File: src/rtl/fpu_normalize.sv
`default_nettype none
// ============================================================================
// Module      : fpu_normalize
// Description : Bit-serial post-arithmetic normalizer for fpu results. It packs
//               each result into {exp[7:0], mant[23:0]} behind a handshake.
// Revision    : 1.0 - initial release
// ============================================================================
module fpu_normalize #(
    parameter int MAX_SHIFT = 47
) (
    input  logic        clk,
    input  logic        reset,
    input  logic        in_valid,
    output logic        in_ready,
    input  logic [1:0]  opcode,
    input  logic [55:0] result,
    input  logic        ovf_in,
    output logic        out_valid,
    input  logic        out_ready,
    output logic [31:0] out_word,
    output logic        ovf_flag,
    output logic        unf_flag,
    output logic        zero_flag
);

    typedef enum logic [1:0] {
        ST_IDLE  = 2'd0,
        ST_SHIFT = 2'd1,
        ST_DONE  = 2'd2
    } state_t;

    localparam logic [5:0] c_max_shift = 6'(MAX_SHIFT);

    state_t             r_state;
    state_t             w_state_nxt;
    logic [47:0]        r_mant;
    logic [7:0]         r_exp;
    logic [5:0]         r_shift;
    logic               r_ovf_in;
    logic               w_term;
    logic signed [9:0]  w_exp_adj;
    logic [31:0]        w_word;
    logic               w_ovf;
    logic               w_unf;
    logic               w_zero;
    logic [47:0]        w_cap_mant;
    logic [7:0]         w_cap_exp;
    logic               w_unused_opcode_lsb;

    // Only opcode[1] separates multiply from add/sub.
    assign w_unused_opcode_lsb = opcode[0];
    assign in_ready = (r_state == ST_IDLE);

    assign w_cap_exp  = opcode[1] ? result[55:48] : result[31:24];
    assign w_cap_mant = opcode[1] ? result[47:0]  : {{24{result[23]}}, result[23:0]};

    assign w_term    = (r_mant == 48'd0) || (r_mant[47] != r_mant[46]) || (r_shift == c_max_shift);
    assign w_exp_adj = $signed({2'b00, r_exp}) + 10'sd24 - $signed({4'b0000, r_shift});

    always_comb begin
        w_word = 32'd0;
        w_ovf  = r_ovf_in;
        w_unf  = 1'b0;
        w_zero = 1'b0;
        if (r_mant == 48'd0) begin
            w_zero = 1'b1;
        end else if (w_exp_adj < 10'sd0) begin
            w_unf = 1'b1;
        end else if (w_exp_adj > 10'sd255) begin
            w_ovf  = 1'b1;
            w_word = r_mant[47] ? 32'hFF800000 : 32'hFF7FFFFF;
        end else begin
            w_word = {w_exp_adj[7:0], r_mant[47:24]};
        end
    end

    always_comb begin
        w_state_nxt = r_state;
        case (r_state)
            ST_IDLE:  if (in_valid)  w_state_nxt = ST_SHIFT;
            ST_SHIFT: if (w_term)    w_state_nxt = ST_DONE;
            ST_DONE:  if (out_ready) w_state_nxt = ST_IDLE;
            default:                 w_state_nxt = ST_IDLE;
        endcase
    end

    always_ff @(posedge clk) begin
        if (!reset) r_state <= ST_IDLE;
        else        r_state <= w_state_nxt;
    end

    always_ff @(posedge clk) begin
        if (!reset) begin
            r_mant    <= 48'd0;
            r_exp     <= 8'd0;
            r_shift   <= 6'd0;
            r_ovf_in  <= 1'b0;
            out_valid <= 1'b0;
            out_word  <= 32'd0;
            ovf_flag  <= 1'b0;
            unf_flag  <= 1'b0;
            zero_flag <= 1'b0;
        end else begin
            case (r_state)
                ST_IDLE: begin
                    if (in_valid) begin
                        r_mant   <= w_cap_mant;
                        r_exp    <= w_cap_exp;
                        r_shift  <= 6'd0;
                        r_ovf_in <= ovf_in;
                    end
                end
                ST_SHIFT: begin
                    if (w_term) begin
                        out_word  <= w_word;
                        ovf_flag  <= w_ovf;
                        unf_flag  <= w_unf;
                        zero_flag <= w_zero;
                        out_valid <= 1'b1;
                    end else begin
                        r_mant  <= {r_mant[46:0], 1'b0};
                        r_shift <= r_shift + 6'd1;
                    end
                end
                ST_DONE: begin
                    if (out_ready) out_valid <= 1'b0;
                end
                default: out_valid <= 1'b0;
            endcase
        end
    end

endmodule
`default_nettype wire

File: config.mk
export PLATFORM = sky130hd
export DESIGN_NAME = fpu_normalize
export DESIGN_NICKNAME = d
export VERILOG_FILES = /design/src/rtl/fpu_normalize.sv
export SDC_FILE = /design/constraint.sdc
export NUM_CORES = 1
export LEC_CHECK = 0
export BUFFER_PORTS_ARGS = -buffer_cell sky130_fd_sc_hd__buf_2
export CORE_ASPECT_RATIO = 1.25
export CORE_MARGIN = 3
export CORE_UTILIZATION = 40
export DETAILED_ROUTE_END_ITERATION = 8
export GPL_TIMING_DRIVEN = 0
export PLACE_DENSITY_LB_ADDON = 0.1
export SYNTH_ARGS = -nofsm -noshare
export SYNTH_HDL_FRONTEND = slang
export SYNTH_SLANG_ARGS = --single-unit
File: constraint.sdc
create_clock -name clk -period 6.5 [get_ports clk]
set_input_delay 0.65 -clock clk [delete_from_list [all_inputs] [get_ports clk]]
set_output_delay 0.65 -clock clk [all_outputs]
set_load 0.05 [all_outputs]
==> flow_metrics.tcl <==
set metrics [dict create \
    die_w_um 107.5 \
    port_buffers 97 \
    path_cells "inv_1 -> ha_1 -> ha_1 -> inv_1 -> fa_1 -> nand2b_1 -> a211o_1 -> nand3_1 -> nand4_2 -> a31o_2 -> buf_4 -> o2bb2ai_2" \
    gr-usage-met1_pct 27.60 \
    ys_ff_latch 101 \
    grt_pass1_wl_mm 23.65 \
    final_common_cell "nand2_1" \
    routabilityCongestion 0.8658 \
    via_count 4676 \
    io_pins 100 \
    synth_edf_count 0 \
    timing.rr.end "out_word[10]" \
    synth_fp_nets 674 \
    grt_pass1_vias 4574 \
    rows 45 \
    synth-seq-area-share_pct 39.26 \
    min_path_cells 2 \
    dieArea_um2 14280 \
    final_cell_mix "nand2_1 (113), buf_2 (105), dfxtp_1 (101)" \
    ys_warn_count 0 \
    cap_viol_max_count 0 \
    synth_flop_cell "dfxtp_1" \
    path_buf_inv 3 \
    syn_avg_cell_area_um2 8.685 \
    drive_gt1_share_pct 21.88 \
    async_reset_ff_share_pct 0 \
    die_h_um 132.9 \
    path_class "flop to flop" \
    drtIter0Drc 170 \
    cts_resized 0 \
    finalPower_mw 1.941 \
    area_growth_pct 18.88 \
    grt_usage_pct 20.83 \
    drc 0 \
    ctsHoldBuffers 0 \
    tightest_slew_ns 0.7392 \
    cp_max_fo 10 \
    fp.coreArea_um2 12390 \
    worst_setup_path_start_kind "flop" \
    grt-ovfl-total 0 \
    peakVddDrop_mv 0.1366 \
    yosysTopAreaCellShare_pct 39.26 \
    p_leak_nw 2.838 \
    finalHoldViolCount 0 \
    synth_compound_area_share_pct 28.52 \
    dp_hpwl_mm 11.27 \
    synth_top_family_by_area "compound AO/OA/AOI/OAI gates" \
    rsz0062_at_grt "false" \
    ys_top_cells_by_area "dfxtp_1 (39%), nand2_1 (8.2%), o211a_1 (6.0%), o2bb2ai_2 (5.8%), ha_1 (4.1%)" \
    timing.fmax_mhz 309.1 \
    n_antenna_cell 0 \
    endpoint_kind "flop" \
    use_met2_pct 34.37 \
    worstHoldPathType "flop to flop" \
    totalWireLength_mm 14.66 \
    synthCells 593 \
    min-delay-start "unf_flag" \
    status "finished clean" \
    setup_viol 0 \
    cts-root-buf "clkbuf_16" \
    r2r_cells 12 \
    r2r_slack_ns 3.27 \
    wl_per_cell_um 16.89 \
    slew_violations 0 \
    synth_area_um2 5150 \
    placed_area_um2 5841 \
    whs_endpoint "unf_flag" \
    fin_area_um2 6122 \
    grt-busiest-layer "met2" \
    cp_slowest_cell "dfxtp_1" \
    finalCritPeriodShare_pct 49.77 \
    arrival_ns 3.51 \
    path_clk_slew_ns 0.07 \
    fin_crit_ns 3.235 \
    h-tree-depth 3 \
    synth-xor-area-share_pct 1.020 \
    nNetsFinal 782 \
    cts_tree "built" \
    start_util_pct 41.58 \
    cp.required_ns 6.78 \
    grt_max_degree 15 \
    synth_top_area_cell "dfxtp_1" \
    cts_buffer_depth 2 \
    synthAdderAreaFrac_pct 4.519 \
    synthMuxAreaShare_pct 1.774 \
    pre_cts_ws_ns 3.268 \
    yosys.cell_types.count 47 \
    r2r-start "r_shift[1]" \
    use_met3_pct 3.221 \
    skew_ns 0.007189 \
    synth-simple-area-share_pct 19.02 \
    cp_top_family "compound AO/OA/AOI/OAI gates" \
    max_stage_delay_ns 0.42 \
    vias_per_cell 5.387 \
    fin_ws_ns 3.265 \
    clkLatencyLatePin_ns 0.34 \
    power_density_nw_per_um2 317.1 \
    tns_ns 0 \
    relSlewSlack_pct 50.72 \
    cts_setup_buffers 0 \
    fin_util_pct 49.42 \
    ant_nets 0 \
    antenna_found_initial 0 \
    firstDrtPassIters 4 \
    fill_cells 1258 \
    cts_made_buffers 9 \
    cts_num_sinks 101 \
]
-- worst max path at each step --
stage	start	end	slack [ns]	cells after the start
after floorplan	r_shift[1]	out_word[10]	3.73	12
after global placement	r_shift[1]	out_word[12]	3.32	12
after detailed placement	r_shift[1]	out_word[10]	3.27	12
after CTS	r_shift[1]	out_word[10]	3.25	12
after global routing	r_shift[1]	out_word[10]	3.05	12
final	r_shift[1]	out_word[10]	3.27	12
-- worst register-to-register path: stages (launching register included) --
cell	delay, ns
dfxtp_1	0.42
inv_1	0.07
ha_1	0.28
ha_1	0.19
inv_1	0.06
fa_1	0.37
nand2b_1	0.19
a211o_1	0.34
nand3_1	0.19
nand4_2	0.28
a31o_2	0.40
buf_4	0.23
o2bb2ai_2	0.15
-- routing by layer --
layer	part of all wire [%]	up-vias	routed length (um)
li1	-	2335	-
met1	46	2207	6675
met2	48	119	7046
met3	4.7	15	682
met4	1.7	0	256
met5	0	-	0
-- logic make-up (layout without fill, tap and decap cells) --
logic type	after synthesis	count (layout)
adders and majority gates	18	18
muxes	9	9
buffers and inverters	66	177
AOI/OAI and AO/OA	175	175
and+or+nand+nor	218	218
xor gates and xnor gates	6	6
DFF	101	101
-- layout make-up --
class                           count  area, um^2  area share [%]
Buffer                             46       227.7           3.720
Clock buffer                       12       246.5           4.026
Clock inverter                      2       35.03          0.5722
Inverter                           20       75.07           1.226
Multi-Input combinational cell    426        2825           46.15
Sequential cell                   101        2022           33.03
Tap cell                          164       205.2           3.352
Timing Repair Buffer               97       485.5           7.930
-- through the flow --
stage | hold WS [ns] | std cells
after floorplan | 0.4432 | 593
after global placement | 0.4399 | 854
after detailed placement | 0.4429 | 854
after CTS | 0.4576 | 868
after global routing | 0.4720 | 868
final | 0.4484 | 868
-- flip-flops by register name (all words and copies together), names as in the netlist --
signal     cells
r_mant        48
out_word      32
r_exp          8
r_shift        6
r_state        2
out_valid      1
ovf_flag       1
r_ovf_in       1
unf_flag       1
zero_flag      1
-- report_power, final --
group | switching, mW | internal, mW | total, mW
Combinational | 0.404 | 0.224 | 0.628
Clock | 0.233 | 0.305 | 0.538
Sequential | 0.0755 | 0.699 | 0.774
-- synth_stat cells (6+ instances only) --
master     instances
dfxtp_1          101
nor2_1            34
o211ai_1          24
a21oi_1           35
clkbuf_1          28
a21boi_0          17
mux2i_1            8
a21boi_1          12
o211a_1           31
o2bb2ai_2         20
xnor2_1            6
o2bb2ai_1         11
o21ai_0            7
inv_1             20
ha_1              17
nand3_1           28
buf_2              8
nand2_1          113
nor4_1            10
Note: power is estimated with default switching activity, not from simulation.
